==> config.mk <==
export PLATFORM = sky130hd
export DESIGN_NAME = lut_neuron_prog
export DESIGN_NICKNAME = d
export VERILOG_FILES = /design/src/rtl/lut_neuron_pkg.sv /design/src/rtl/lut_table_store.sv /design/src/rtl/lut_neuron_prog.sv
export SDC_FILE = /design/constraint.sdc
export NUM_CORES = 1
export LEC_CHECK = 0
export ABC_AREA = 0
export CAP_MARGIN = 10
export CORE_UTILIZATION = 30
export CTS_BUF_LIST = sky130_fd_sc_hd__clkbuf_8
export CTS_CLUSTER_DIAMETER = 40
export DETAILED_ROUTE_END_ITERATION = 12
export PLACE_DENSITY_LB_ADDON = 0.05
export SETUP_SLACK_MARGIN = 0.1
export SLEW_MARGIN = 20
export SYNTH_ARGS = -nofsm -noshare
export SYNTH_HDL_FRONTEND = slang
export SYNTH_SLANG_ARGS = --single-unit
==> constraint.sdc <==
create_clock -name clk -period 2.6 [get_ports clk]
set_input_delay 0.78 -clock clk [delete_from_list [all_inputs] [get_ports clk]]
set_output_delay 0.78 -clock clk [all_outputs]
set_load 0.005 [all_outputs]
==> src/rtl/lut_neuron_pkg.sv <==
// Shared types and sizing helpers for the programmable truth-table neuron.
package lut_neuron_pkg;

    typedef enum logic [1:0] {
        UNPROG = 2'd0,
        LOAD   = 2'd1,
        ACTIVE = 2'd2
    } state_t;

    // Number of config words needed to fill the whole table.
    function automatic int nwords(input int in_bits, input int out_bits, input int cfg_w);
        return ((1 << in_bits) * out_bits) / cfg_w;
    endfunction

    // Address width for n words, never below one bit.
    function automatic int ptr_w(input int n);
        return (n > 1) ? $clog2(n) : 1;
    endfunction

endpackage

==> src/rtl/lut_table_store.sv <==
// Table register array: word-wide write port, entry-wide combinational read port.
// Optional registered word readback when LUT_NEURON_READBACK_EN is defined.
module lut_table_store
    import lut_neuron_pkg::*;
#(
    parameter  int IN_BITS  = 8,
    parameter  int OUT_BITS = 1,
    parameter  int CFG_W    = 8,
    localparam int NWORDS   = nwords(IN_BITS, OUT_BITS, CFG_W),
    localparam int PW       = ptr_w(NWORDS)
) (
    input  logic                clk,
    input  logic                rst_n,
    input  logic                wr_en,
    input  logic [PW-1:0]       wr_addr,
    input  logic [CFG_W-1:0]    wr_data,
    input  logic [IN_BITS-1:0]  rd_idx,
    output logic [OUT_BITS-1:0] rd_data
`ifdef LUT_NEURON_READBACK_EN
    ,
    input  logic [PW-1:0]       rb_addr,
    output logic [CFG_W-1:0]    rb_data
`endif
);

    logic [CFG_W-1:0]           words [NWORDS];
    logic [NWORDS*CFG_W-1:0]    tbl_flat;

    always_ff @(posedge clk or negedge rst_n) begin
        if (!rst_n) begin
            for (int i = 0; i < NWORDS; i++) words[i] <= '0;
        end else if (wr_en) begin
            words[wr_addr] <= wr_data;
        end
    end

    // Flat view so entry i sits at bits [i*OUT_BITS +: OUT_BITS].
    for (genvar w = 0; w < NWORDS; w++) begin : g_flat
        assign tbl_flat[w*CFG_W +: CFG_W] = words[w];
    end

    assign rd_data = tbl_flat[rd_idx*OUT_BITS +: OUT_BITS];

`ifdef LUT_NEURON_READBACK_EN
    always_ff @(posedge clk or negedge rst_n) begin
        if (!rst_n)                      rb_data <= '0;
        else if (int'(rb_addr) < NWORDS) rb_data <= words[rb_addr];
        else                             rb_data <= '0;
    end
`endif

endmodule

==> src/rtl/lut_neuron_prog.sv <==
// Runtime-programmable LUT neuron: serial table load, then 1-cycle valid/ready inference.
// Define LUT_NEURON_READBACK_EN to add the rb_addr/rb_data table readback port.
module lut_neuron_prog
    import lut_neuron_pkg::*;
#(
    parameter  int IN_BITS  = 8,
    parameter  int OUT_BITS = 1,
    parameter  int CFG_W    = 8,
    localparam int NWORDS   = nwords(IN_BITS, OUT_BITS, CFG_W),
    localparam int PW       = ptr_w(NWORDS)
) (
    input  logic                clk,
    input  logic                rst_n,
    input  logic                cfg_start,
    input  logic                cfg_valid,
    output logic                cfg_ready,
    input  logic [CFG_W-1:0]    cfg_data,
    output logic                cfg_done,
    input  logic                in_valid,
    output logic                in_ready,
    input  logic [IN_BITS-1:0]  in_data,
    output logic                out_valid,
    input  logic                out_ready,
    output logic [OUT_BITS-1:0] out_data
`ifdef LUT_NEURON_READBACK_EN
    ,
    input  logic [PW-1:0]       rb_addr,
    output logic [CFG_W-1:0]    rb_data
`endif
);

    state_t                state, state_nx;
    logic [PW-1:0]         ptr;
    logic                  last_word;
    logic                  cfg_hs, in_hs;
    logic [OUT_BITS-1:0]   rd_data;

    assign last_word = (ptr == PW'(NWORDS - 1));
    assign cfg_hs    = cfg_valid && cfg_ready;
    assign in_hs     = in_valid && in_ready;

    always_ff @(posedge clk or negedge rst_n) begin
        if (!rst_n) state <= UNPROG;
        else        state <= state_nx;
    end

    // cfg_start always wins: it blocks both handshakes in the same cycle.
    always_comb begin
        state_nx  = state;
        cfg_ready = 1'b0;
        in_ready  = 1'b0;
        case (state)
            UNPROG: begin
                if (cfg_start) state_nx = LOAD;
            end
            LOAD: begin
                cfg_ready = !cfg_start;
                if (cfg_start)                     state_nx = LOAD;
                else if (cfg_valid && last_word)   state_nx = ACTIVE;
            end
            ACTIVE: begin
                in_ready = !cfg_start && (!out_valid || out_ready);
                if (cfg_start) state_nx = LOAD;
            end
            default: state_nx = UNPROG;
        endcase
    end

    always_ff @(posedge clk or negedge rst_n) begin
        if (!rst_n) begin
            ptr      <= '0;
            cfg_done <= 1'b0;
        end else begin
            cfg_done <= cfg_hs && last_word;
            if (cfg_start)                 ptr <= '0;
            else if (cfg_hs && !last_word) ptr <= ptr + 1'b1;
        end
    end

    always_ff @(posedge clk or negedge rst_n) begin
        if (!rst_n) begin
            out_valid <= 1'b0;
            out_data  <= '0;
        end else if (in_hs) begin
            out_valid <= 1'b1;
            out_data  <= rd_data;
        end else if (out_valid && out_ready) begin
            out_valid <= 1'b0;
        end
    end

    lut_table_store #(
        .IN_BITS  (IN_BITS),
        .OUT_BITS (OUT_BITS),
        .CFG_W    (CFG_W)
    ) u_store (
        .clk     (clk),
        .rst_n   (rst_n),
        .wr_en   (cfg_hs),
        .wr_addr (ptr),
        .wr_data (cfg_data),
        .rd_idx  (in_data),
        .rd_data (rd_data)
`ifdef LUT_NEURON_READBACK_EN
        ,
        .rb_addr (rb_addr),
        .rb_data (rb_data)
`endif
    );

endmodule

[Yosys cells after proc, flatten, opt, wreduce, memory -nomap -nowiden]
Index checks and enable logic that the tools add are counted.
Storage, ports and cells
  flip-flop bits (word level): 266
  output and inout port bits: 5
Cells by class
  add/subtract/negate cells: 1
  $lt $le $gt $ge: 2
  equal/unequal tests: 5
  shifts and indexed selects: 1
  mux-type cells: 13
  bitwise operators: 1
  reductions and logical operators: 17
Operators with widths (number)
  $bwmux W256: 1
  $shiftx A256 B9 Y1: 1
  $demux W8 S5: 1
  $mux W5: 2
  $logic_and A1 B1 Y1: 8
  $mux W8: 1
  $ge A6 B6 Y1 const B: 1
  $lt A6 B1 Y1 const B: 1
  $mux W2: 3
  $not A5 Y6: 1
  $add A5 B1 Y5 const B: 1
  $eq A5 B5 Y1 const B: 1
  $mux W1: 4
  $pmux W2 S2: 1
  $reduce_bool A2 Y1: 2
  $logic_not A1 Y1: 3
  $ne A3 B3 Y1 const B: 1
  $eq A2 B1 Y1 const B: 1
  $eq A2 B2 Y1 const B: 1
  $logic_not A2 Y1: 1
  $ne A2 B1 Y1 const B: 1
  $reduce_and A2 Y1: 1
  $reduce_or A2 Y1: 1
  $logic_or A1 B1 Y1: 1

[Logic depth before layout (Yosys ltp)]
Gate-level depths: netlist of run 1.
  depth after elaboration: 6
  gate-level depth with buffers: 10
  gate-level depth less buffers: 7

[Modules after synthesis]
From an unflattened synthesis of run 1, not the netlist that was laid out.
Unflattened totals
  cells, all modules: 861
  area, all modules: 12395.6 µm²
Modules (own cells, without submodules)
  lut_table_store: instances 1, cells an instance 811, area each 11897.7 µm², sequential area each 6406.1 µm²
  lut_neuron_prog: instances 1, cells an instance 50, area each 498.0 µm², sequential area each 250.2 µm²

[Worst setup path before layout of run 1]
Ideal clock, no wire load.
  path type: in2reg
  from: in in_data[0]
  to: reg out_data
  library setup time: 0.125 ns
  arrival time: 2.276 ns
  slack: 0.200 ns
  cell stages on the path: 10
  path buffers: 3
  cells stage by stage: buf_6 > buf_12 > buf_12 > mux4_1 > mux2i_1 > o21ai_0 > nor4_1 > a21oi_1 > nand4_1 > nand3_1
Between the ends
  word-level cells in the longest chain between the ends: 1
RTL lines
  start, declared: line lut_neuron_prog.sv:21  | input logic [IN_BITS-1:0] in_data,
  $shiftx A256 B9 Y1: line lut_table_store.sv:42  | assign rd_data = tbl_flat[rd_idx*OUT_BITS +: OUT_BITS];
  end signal, assigned: line lut_neuron_prog.sv:86  | out_data <= rd_data;
  end, declared: line lut_neuron_prog.sv:24  | output logic [OUT_BITS-1:0] out_data
Every way passes these cells.
A chain may end at the register's enable or synchronous reset.

[Final worst setup path of run 1]
  from: in cfg_start
  to: out in_ready
Between the ends
  word-level cells in the longest chain between the ends: 3
RTL lines
  start, declared: line lut_neuron_prog.sv:14  | input logic cfg_start,
  $logic_not A1 Y1: line lut_neuron_prog.sv:62  | in_ready = !cfg_start && (!out_valid || out_ready);
  $logic_and A1 B1 Y1: line lut_neuron_prog.sv:62
  $mux W1: line lut_neuron_prog.sv:52  | case (state)
  end, declared: line lut_neuron_prog.sv:20  | output logic in_ready,
Every way passes these cells.

==> impl_metrics.json, run 1 <==
{
  "dr.pass1.iters": 4,
  "synth_commonest_cells": "dfrtp_1, mux2_2, mux2i_1, clkbuf_1, nand2_2",
  "ys_seq_area_share_pct": 52.6,
  "antenna_found_initial": 0,
  "worstSetupPathType": "input pin to output pin",
  "grt_pass1_wl_um": 55100,
  "p_leak_nw": 7.51,
  "fp.dieW_um": 207,
  "cts_root_buf": "clkbuf_8",
  "synthTopCellsByArea": "dfrtp_1, mux2_2, mux4_2",
  "fin_crit_ns": 2.56,
  "rsz0062_at_grt": "true",
  "synthMuxAreaShare_pct": 35.2,
  "rows": 74,
  "gp_congestion": 0.751,
  "maxClockFrequency_mhz": 391,
  "critPathMaxFanout": 2,
  "synth_fa_ha_area_share_pct": 0.495,
  "end_kind": "output pin",
  "synthCells": 858,
  "vias": 7777,
  "chipHeight_um": 207,
  "synth_top_family_by_area": "multiplexers",
  "fin_setup_tns_ns": 0,
  "syn_area_mm2": 0.0126,
  "tightest_slew_ns": 0.790,
  "dp_hpwl_um": 22500,
  "drive_gt1_share_pct": 50.6,
  "clk_pin_slew_worst_paths_ns": 0.05,
  "first_global_vias": 8992,
  "cts_max_level": 2,
  "nets": 998,
  "synth_flop_cell": "dfrtp_1",
  "syn2layout_area_growth_pct": 21.6,
  "finalSetupViolations": 0,
  "wl_per_cell_um": 23.0,
  "ir_drop_uv": 325,
  "drc": 0,
  "syn_area_per_cell_um2": 14.7,
  "initial_utilization_pct": 30.7,
  "portBuffers": 26,
  "r2r_slack_ns": 0.49,
  "fin_util_pct": 37.3,
  "synth-seq-cells": 266,
  "clkLatencyLatePin_ns": 0.62,
  "reg2regPathDepth": 3,
  "synth_xor_area_share_pct": 0.208,
  "clock_skew_ns": 0.0188,
  "io_pins": 27,
  "cp.arrival_ns": 1.78,
  "cts_tree": "yes",
  "post_drt_via_cell_ratio": 5.04,
  "cts.sinks": 266,
  "synthArstFlopShare_pct": 100,
  "synth_cell_types": 57,
  "status": "finished clean",
  "critical_path_required_ns": 1.82,
  "power_density_mw_per_mm2": 643,
  "drtIter0Drc": 314,
  "hold_path.class": "input pin to asynchronous set/reset pin",
  "drtAntennaViolNets": 0,
  "core_area_mm2": 0.0412,
  "r2r-end": "u_store.tbl_flat[18]",
  "drv_slew": 0,
  "syn-num-nets": 885,
  "netlist.area_leader.share_pct": 52.6,
  "synth_compound_area_share_pct": 3.13,
  "r2r_start": "ptr[2]",
  "synth-edff-count": 0,
  "ctsLongestPathBuffers": 3,
  "diodes": 0,
  "numCtsBuffers": 56,
  "die_area_mm2": 0.0430,
  "cts_hold_buffers": 0,
  "relSlewSlack_pct": 46.9,
  "yosysTopAreaCell": "dfrtp_1",
  "hold_viol": 0,
  "grt.overflow.total": 0,
  "track_usage_pct": 17.1,
  "cap_violations": 0,
  "synth_warnings": 0,
  "totalPowerFinal_mw": 9.88,
  "yosys.area_share.simple_pct": 5.03,
  "period_share_pct": 98.5,
  "routed_wl_um": 35500,
  "synth_most_common_cell": "dfrtp_1",
  "grt_max_degree": 58,
  "crit_path_start_kind": "input pin"
}
-- per-layer routing --
metal / global-route usage (%) / vias to the layer above / share of wire [%]
li1: - / 3442 / -
met1: 21.7 / 4110 / 43
met2: 28.8 / 155 / 49
met3: 3.12 / 70 / 4.5
met4: 6.90 / 0 / 2.9
met5: 0 / - / 0
-- worst max-delay path by stage --
| stage | cells past startpoint | slack (ns) | startpoint | to |
|---|---|---|---|---|
| 5_1_grt | 3 | 0.01 | state[0] | in_ready |
| 3_5_place_dp | 4 | -0.80 | cfg_start | in_ready |
| 6_report | 4 | 0.04 | cfg_start | in_ready |
| 2_1_floorplan | 10 | 0.20 | in_data[0] | out_data |
| 4_1_cts | 3 | 0.001 | state[0] | in_ready |
| 3_3_place_gp | 4 | -0.78 | cfg_start | in_ready |
-- worst max-delay path: stages --
cell,delay (ns)
dlygate4sd2_1,0.26
or3b_4,0.45
a21oi_4,0.16
buf_2,0.13
-- power by group --
group / internal, mW / total [mW] / switching [mW]
registers: 4.25 / 4.31 / 0.0577
logic: 0.338 / 0.769 / 0.431
clock network: 2.89 / 4.80 / 1.91
-- per-stage QoR --
stage,area [um2],hold WS (ns),setup slack [ns],instances
floorplan,12600,0.434,0.200,858
global placement,14100,0.477,-0.777,1441
detailed placement,14100,0.474,-0.803,1441
CTS,15400,0.0446,0.00123,1543
global route,15400,0.0641,0.0120,1544
finish,15400,0.0814,0.0394,1544
-- area by class of cell --
class / instances / area (um2)
Timing Repair Buffer: 116 / 1200
Inverter: 6 / 22.5
Clock inverter: 33 / 309
Clock buffer: 66 / 908
Tap cell: 532 / 666
Fill cell: 3894 / 25800
Sequential cell: 266 / 6660
Multi-Input combinational cell: 525 / 5610
-- timing repair --
action	in CTS	in global routing
gates resized for setup	11	3
pin swaps	1	1
setup buffers	3	1
endpoints found under the setup margin	2	2
-- cell families (layout without fill, tap and decap cells) --
group           Yosys count  after routing
buf+inv                  67            221
flops                   266            266
xor+xnor                  3              3
simple gates            114            114
fa+ha+maj                 5              5
compound gates           52             52
mux                     351            351
-- placed cells by master (no fill, tap or decap), types with 5 or more instances in the layout --
| cell | n |
|---|---|
| inv_1 | 21 |
| and3_1 | 7 |
| mux4_2 | 31 |
| o21ai_0 | 6 |
| ha_1 | 5 |
| clkbuf_8 | 66 |
| clkdlybuf4s50_1 | 20 |
| nor2_1 | 17 |
| o221ai_1 | 8 |
| mux2i_1 | 47 |
| nand3_1 | 7 |
| mux4_1 | 14 |
| nand2_2 | 32 |
| buf_4 | 69 |
| bufinv_16 | 6 |
| nor3_1 | 6 |
| clkinvlp_4 | 5 |
| mux2_2 | 259 |
| nor4_1 | 6 |
| buf_12 | 22 |
| a21oi_1 | 7 |
| nand2_1 | 17 |
| clkinv_2 | 7 |
| dfrtp_1 | 266 |
| o22ai_1 | 8 |
-- state kept, by name, indices dropped and copies added, names as in the netlist --
name and flops:
cfg_done 1, out_data 1, out_valid 1, ptr 5, state 2, u_store.tbl_flat 256
(Power assumes the default switching activity.)
==> inputs of run 2 (changes only) <==
- GPL_ROUTABILITY_DRIVEN: default -> 0
- SYNTH_HIERARCHICAL: default -> 1
==> run 2 against run 1 <==
Compared with the run above:
- final area up 5.3%
- utilization increased by 2.3 points
- routed wire length increased by 2.7%
- total power grew 1.9%
- first-iteration DRC count up 17%
- global-route usage increased by 1.0 points
==> impl_metrics.json, run 2 <==
{
  "status": "finished clean",
  "synth_fa_ha_area_share_pct": 0.202,
  "drtAntennaViolNets": 0,
  "critical_path_required_ns": 3.10,
  "cts_max_level": 2,
  "io_pins": 27,
  "critPathBufInv": 4,
  "grt_max_degree": 64,
  "cp_common_cell": "buf_4",
  "synth_commonest_cells": "dfrtp_1, mux2_2, mux2i_1, clkbuf_1, mux4_2",
  "r2r_slack_ns": 0.12,
  "fin_crit_ns": 2.50,
  "dr.pass1.iters": 4,
  "synth_most_common_cell": "dfrtp_1",
  "fin_cells": 1587,
  "tightest_slew_ns": 0.617,
  "cp.arrival_ns": 3.00,
  "largest_reg_flops": 256,
  "grt_pass1_wl_um": 56300,
  "cp_top_family": "compound AO/OA/AOI/OAI gates",
  "dp.cells": 1479,
  "period_share_pct": 96.3,
  "netlist.area_leader.share_pct": 53.7,
  "hold_path.class": "input pin to asynchronous set/reset pin",
  "fp.dieW_um": 205,
  "synth_cell_types": 48,
  "track_usage_pct": 18.1,
  "yosys.area_share.simple_pct": 4.90,
  "drtIter0Drc": 366,
  "synth_top_family_by_area": "multiplexers",
  "layout_common_cells": "dfrtp_1, mux2_2, buf_4",
  "crit_path_start_kind": "input pin",
  "initial_utilization_pct": 30.4,
  "maxClockFrequency_mhz": 399,
  "synth-seq-cells": 266,
  "synthArstFlopShare_pct": 100,
  "totalPowerFinal_mw": 10.1,
  "max_stage_delay_ns": 0.43,
  "syn_area_per_cell_um2": 14.4,
  "nets": 1036,
  "die_area_mm2": 0.0421,
  "wl_per_cell_um": 23.0,
  "post_drt_via_cell_ratio": 5.01,
  "p_leak_nw": 7.67,
  "clkLatencyLatePin_ns": 0.63,
  "ys_seq_area_share_pct": 53.7,
  "antenna_found_initial": 0,
  "syn2layout_area_growth_pct": 30.5,
  "yosysTopAreaCell": "dfrtp_1",
  "synthCells": 861,
  "synth_compound_area_share_pct": 3.48,
  "portBuffers": 26,
  "ir_drop_uv": 303,
  "relSlewSlack_pct": 58.6,
  "synthTopCellsByArea": "dfrtp_1, mux2_2, mux4_2",
  "first_global_vias": 8978,
  "cts_tree": "yes",
  "cap_violations": 0,
  "vias": 7954,
  "end_kind": "flip-flop",
  "synth_warnings": 6,
  "clock_skew_ns": 0.0233,
  "core_area_mm2": 0.0408,
  "cts_root_buf": "clkbuf_8",
  "chipHeight_um": 205,
  "rows": 74,
  "power_density_mw_per_mm2": 622,
  "hold_viol": 0,
  "final_common_cell": "dfrtp_1",
  "worstSetupPathType": "input pin to flip-flop",
  "finalSetupViolations": 0,
  "cp_slowest_cell": "clkdlybuf4s50_1",
  "synth_xor_area_share_pct": 0,
  "cts_hold_buffers": 0,
  "synthMuxAreaShare_pct": 35.2,
  "drv_slew": 0,
  "pre_cts_slack_ns": -0.591,
  "clk_pin_slew_worst_paths_ns": 0.06,
  "numCtsBuffers": 54,
  "setup_slack_ns": 0.0963,
  "dp_hpwl_um": 23400,
  "syn_area_mm2": 0.0124,
  "syn-num-nets": 885,
  "rsz0062_at_grt": "true",
  "drive_gt1_share_pct": 52.0,
  "cts.sinks": 266,
  "routed_wl_um": 36500,
  "drc": 0,
  "worstPathCellList": "clkdlybuf4s50_1 > buf_6 > buf_4 > nand3b_1 > buf_4 > o22ai_1 > o41ai_2 > o32ai_2 > a221oi_2 > a31oi_1 > mux2_4",
  "synth-edff-count": 0,
  "fin_setup_tns_ns": 0,
  "ctsLongestPathBuffers": 3,
  "critPathMaxFanout": 6,
  "grt.overflow.total": 0,
  "synth_flop_cell": "dfrtp_1"
}
==> run 2: changes by cell type after synthesis, moves of 4 or more <==
cell      delta
and3_1       -5
mux2i_1      +9
a22o_1       +6
clkbuf_1     +7
mux4_1       -8
nor2b_1      +9
nand2_1      +7
nor2_2       +4
o221ai_1     -8
nand3b_1     +5
o22ai_1     +10
nand2_2     -32
a22oi_1      +4
nor2_1       +8
==> run 2: metal layers <==
| metal | track usage (%) | vias up | share of wire, % |
|---|---|---|---|
| li1 | - | 3516 | - |
| met1 | 23.0 | 4214 | 44 |
| met2 | 30.1 | 147 | 49 |
| met3 | 3.37 | 77 | 4.0 |
| met4 | 7.83 | 0 | 3.4 |
| met5 | 0 | - | 0 |
==> run 2: cell type report <==
class | count | area (um2)
inverters | 3 | 13.8
clock buffers | 69 | 950
well taps | 532 | 666
clock inverters | 29 | 314
multi-input cells | 533 | 5880
flip-flops and latches | 266 | 6660
repair buffers | 154 | 1700
fillers | 3786 | 24600
diodes | 1 | 2.50
==> run 2: path summary, 6_finish.rpt <==
kind                                       startpoint                    end  cells after the start
worst max-delay path                       in_data[2]               out_data                     11
worst min-delay path                            rst_n  u_store/tbl_flat[225]                      1
worst max register to register  u_store/tbl_flat[131]               out_data                      7
worst min register to register  u_store/tbl_flat[133]  u_store/tbl_flat[133]                      1
max in group asynchronous                       rst_n  u_store/tbl_flat[153]                      2
min in group clk                u_store/tbl_flat[133]  u_store/tbl_flat[133]                      1
==> run 2: worst reg2reg max path: stages, from the launching register on <==
cell      delay (ns)
dfrtp_1         0.38
mux4_2          0.52
a22o_1          0.27
o41ai_2         0.34
o32ai_2         0.18
a221oi_2        0.31
a31oi_1         0.08
mux2_4          0.28
==> run 2: logic make-up after synthesis <==
logic type	after synthesis
adder cells (fa/ha/maj)	2
buffers and inverters	62
flip-flops	266
multiplexers	354
AO/OA/AOI/OAI	63
AND/OR/NAND/NOR	114
==> run 2: timing repair <==
item | 4_1_cts | 5_1_grt
pin swaps | 4 | 4
setup buffers | 3 | 6
endpoints found under the setup margin | 3 | 2
gates resized for setup | 15 | 14
==> run 2: through the flow <==
stage	cell area (um2)	hold slack, ns	util (%)
5_1_grt	16200	0.141	39.6
2_1_floorplan	12900	0.458	-
6_report	16200	0.136	39.6
3_3_place_gp	14800	0.480	36.2
4_1_cts	16100	0.114	39.4
3_5_place_dp	14800	0.489	36.2
==> run 2: where the power goes <==
group | internal (mW) | switching, mW | leakage (nW)
sequential | 4.25 | 0.0552 | 3.67
combinational | 0.352 | 0.426 | 3.31
clock | 3.07 | 1.92 | 0.685
==> inputs of run 3 (changes only) <==
- HOLD_SLACK_MARGIN: default -> 0.15
==> run 3 against run 2 <==
Compared with the run above:
- first-iteration DRC count fell by 4.9%
- worst hold slack improved by 0.36 ns
- sequential cell count unchanged
- fmax decreased by 1.7%
- worst setup slack lost 0.042 ns
- combinational power about the same
- clock power hardly changed
- final area about the same
- routed wire length is essentially flat
- sequential power hardly changed
- utilization is essentially flat
- clock skew up 0.0012 ns
==> impl_metrics.json, run 3 (synthesized netlist as in run 2, its figures left out) <==
{
  "status": "finished clean",
  "worstPathCellList": "buf_12 > buf_4 > buf_4 > mux4_2 > a211oi_1 > a22oi_1 > a221oi_2 > a31oi_1 > mux2_4",
  "cp.arrival_ns": 3.04,
  "grt.overflow.total": 0,
  "cts_root_buf": "clkbuf_8",
  "tightest_slew_ns": 0.612,
  "combPwrFrac_pct": 7.7,
  "syn2layout_area_growth_pct": 30.6,
  "rsz0062_at_grt": "true",
  "clkLatencyLatePin_ns": 0.63,
  "p_clk_share_pct": 49.6,
  "first_global_vias": 8986,
  "drtIter0Drc": 348,
  "drv_slew": 0,
  "ctsLongestPathBuffers": 3,
  "p_switching_mw": 2.41,
  "post_drt_via_cell_ratio": 5.03,
  "max_stage_delay_ns": 0.54,
  "ir_drop_uv": 304,
  "dp_hpwl_um": 23400,
  "layout_common_cells": "dfrtp_1, mux2_2, buf_4",
  "clk_pin_slew_worst_paths_ns": 0.06,
  "seq_area_mm2": 0.00666,
  "wl_per_cell_um": 23.0,
  "internal_power_mw": 7.67,
  "fin_cells": 1587,
  "rows": 74,
  "period_share_pct": 97.9,
  "relSlewSlack_pct": 58.9,
  "dr.pass1.iters": 5,
  "hold_path.class": "flip-flop to flip-flop",
  "p_seq_share_pct": 42.7,
  "critical_path_required_ns": 3.10,
  "drive_gt1_share_pct": 51.9,
  "cp_slowest_cell": "mux4_2",
  "diodes": 0,
  "cts.sinks": 266,
  "fin_crit_ns": 2.55,
  "p_leak_nw": 7.68,
  "end_kind": "flip-flop",
  "routed_wl_um": 36500,
  "die_area_mm2": 0.0421,
  "chipHeight_um": 205,
  "final_common_cell": "dfrtp_1",
  "netSwitchingFraction_pct": 23.9,
  "portBuffers": 26,
  "initial_utilization_pct": 30.4,
  "largest_reg_flops": 256,
  "fp.dieW_um": 205,
  "io_pins": 27,
  "dp.cells": 1479,
  "worstSetupPathType": "input pin to flip-flop",
  "cts_max_level": 2,
  "power_density_mw_per_mm2": 623,
  "crit_path_start_kind": "input pin",
  "cap_violations": 0,
  "track_usage_pct": 18.1,
  "critPathMaxFanout": 7,
  "fin_util_pct": 39.6,
  "nets": 1037,
  "vias": 7983,
  "cp_common_cell": "buf_4",
  "fillers": 3784,
  "drtAntennaViolNets": 0,
  "numCtsBuffers": 54,
  "grt_pass1_wl_um": 56300,
  "finalSetupViolations": 0,
  "drc": 0,
  "cts_tree": "yes",
  "multi_input_area_mm2": 0.00588,
  "clock_skew_ns": 0.0245,
  "antenna_found_initial": 0,
  "grt_max_degree": 64,
  "core_area_mm2": 0.0408,
  "hold_viol": 0,
  "maxClockFrequency_mhz": 393
}
## run 3: critical path, delay by kind of cell
family | cells | cell delay [ns]
mux | 2 | 0.82
compound gates | 4 | 0.97
buf+inv | 3 | 0.46
## run 3: stage by stage
stage	hold slack [ns]	instance area [um2]	total power, mW	setup TNS [ns]	setup WS (ns)
after floorplan	0.458	12900	4.71	-0.786	-0.0393
final	0.501	16200	10.1	0	0.0538
after global routing	0.510	16200	10.5	0	0.00489
after detailed placement	0.489	14800	5.15	-113.46	-0.591
after CTS	0.502	16100	10.3	0	0.101
after global placement	0.480	14800	5.13	-108.89	-0.585
## run 3: worst paths after layout
path | startpoint | to | slack (ns) | depth (start not counted)
min | u_store/tbl_flat[155] | u_store/tbl_flat[155] | 0.50 | 1
max reg2reg | u_store/tbl_flat[131] | out_data | 0.10 | 7
max in group asynchronous | rst_n | u_store/tbl_flat[153] | 1.17 | 3
max | in_data[0] | out_data | 0.05 | 9
min in group asynchronous | rst_n | u_store/tbl_flat[225] | 0.74 | 2
min reg2reg | u_store/tbl_flat[155] | u_store/tbl_flat[155] | 0.50 | 1
## run 3: layer usage
metal	track usage (%)	vias to the layer above	share of wire, %
met1	23.0	4226	43
met4	7.83	0	3.4
met3	3.36	80	4.3
met5	0	-	0
met2	30.2	157	49
li1	-	3520	-
## run 3: timing repair
item | CTS | global route
resized for setup | 15 | 14
pin swaps | 4 | 4
endpoints found under the hold margin | 42 | 0
cloned | 0 | 0
hold buffers | 1 | 0
setup endpoints to repair | 3 | 2
setup buffers | 3 | 6
## run 3: layout make-up
| class | count | area share, % |
|---|---|---|
| Sequential cell | 266 | 41.1 |
| Multi-Input combinational cell | 533 | 36.3 |
| Timing Repair Buffer | 155 | 10.6 |
| Clock buffer | 69 | 5.87 |
| Tap cell | 532 | 4.11 |
| Clock inverter | 29 | 1.94 |
| Inverter | 3 | 0.0850 |
## run 3: power by group through the flow
stage	logic (mW)	clock network, mW	registers (mW)
after detailed placement	0.777	0	4.37
after global routing	0.842	5.37	4.31
after CTS	0.786	5.17	4.30
after global placement	0.764	0	4.37
after floorplan	0.361	0	4.35
final	0.780	5.00	4.30
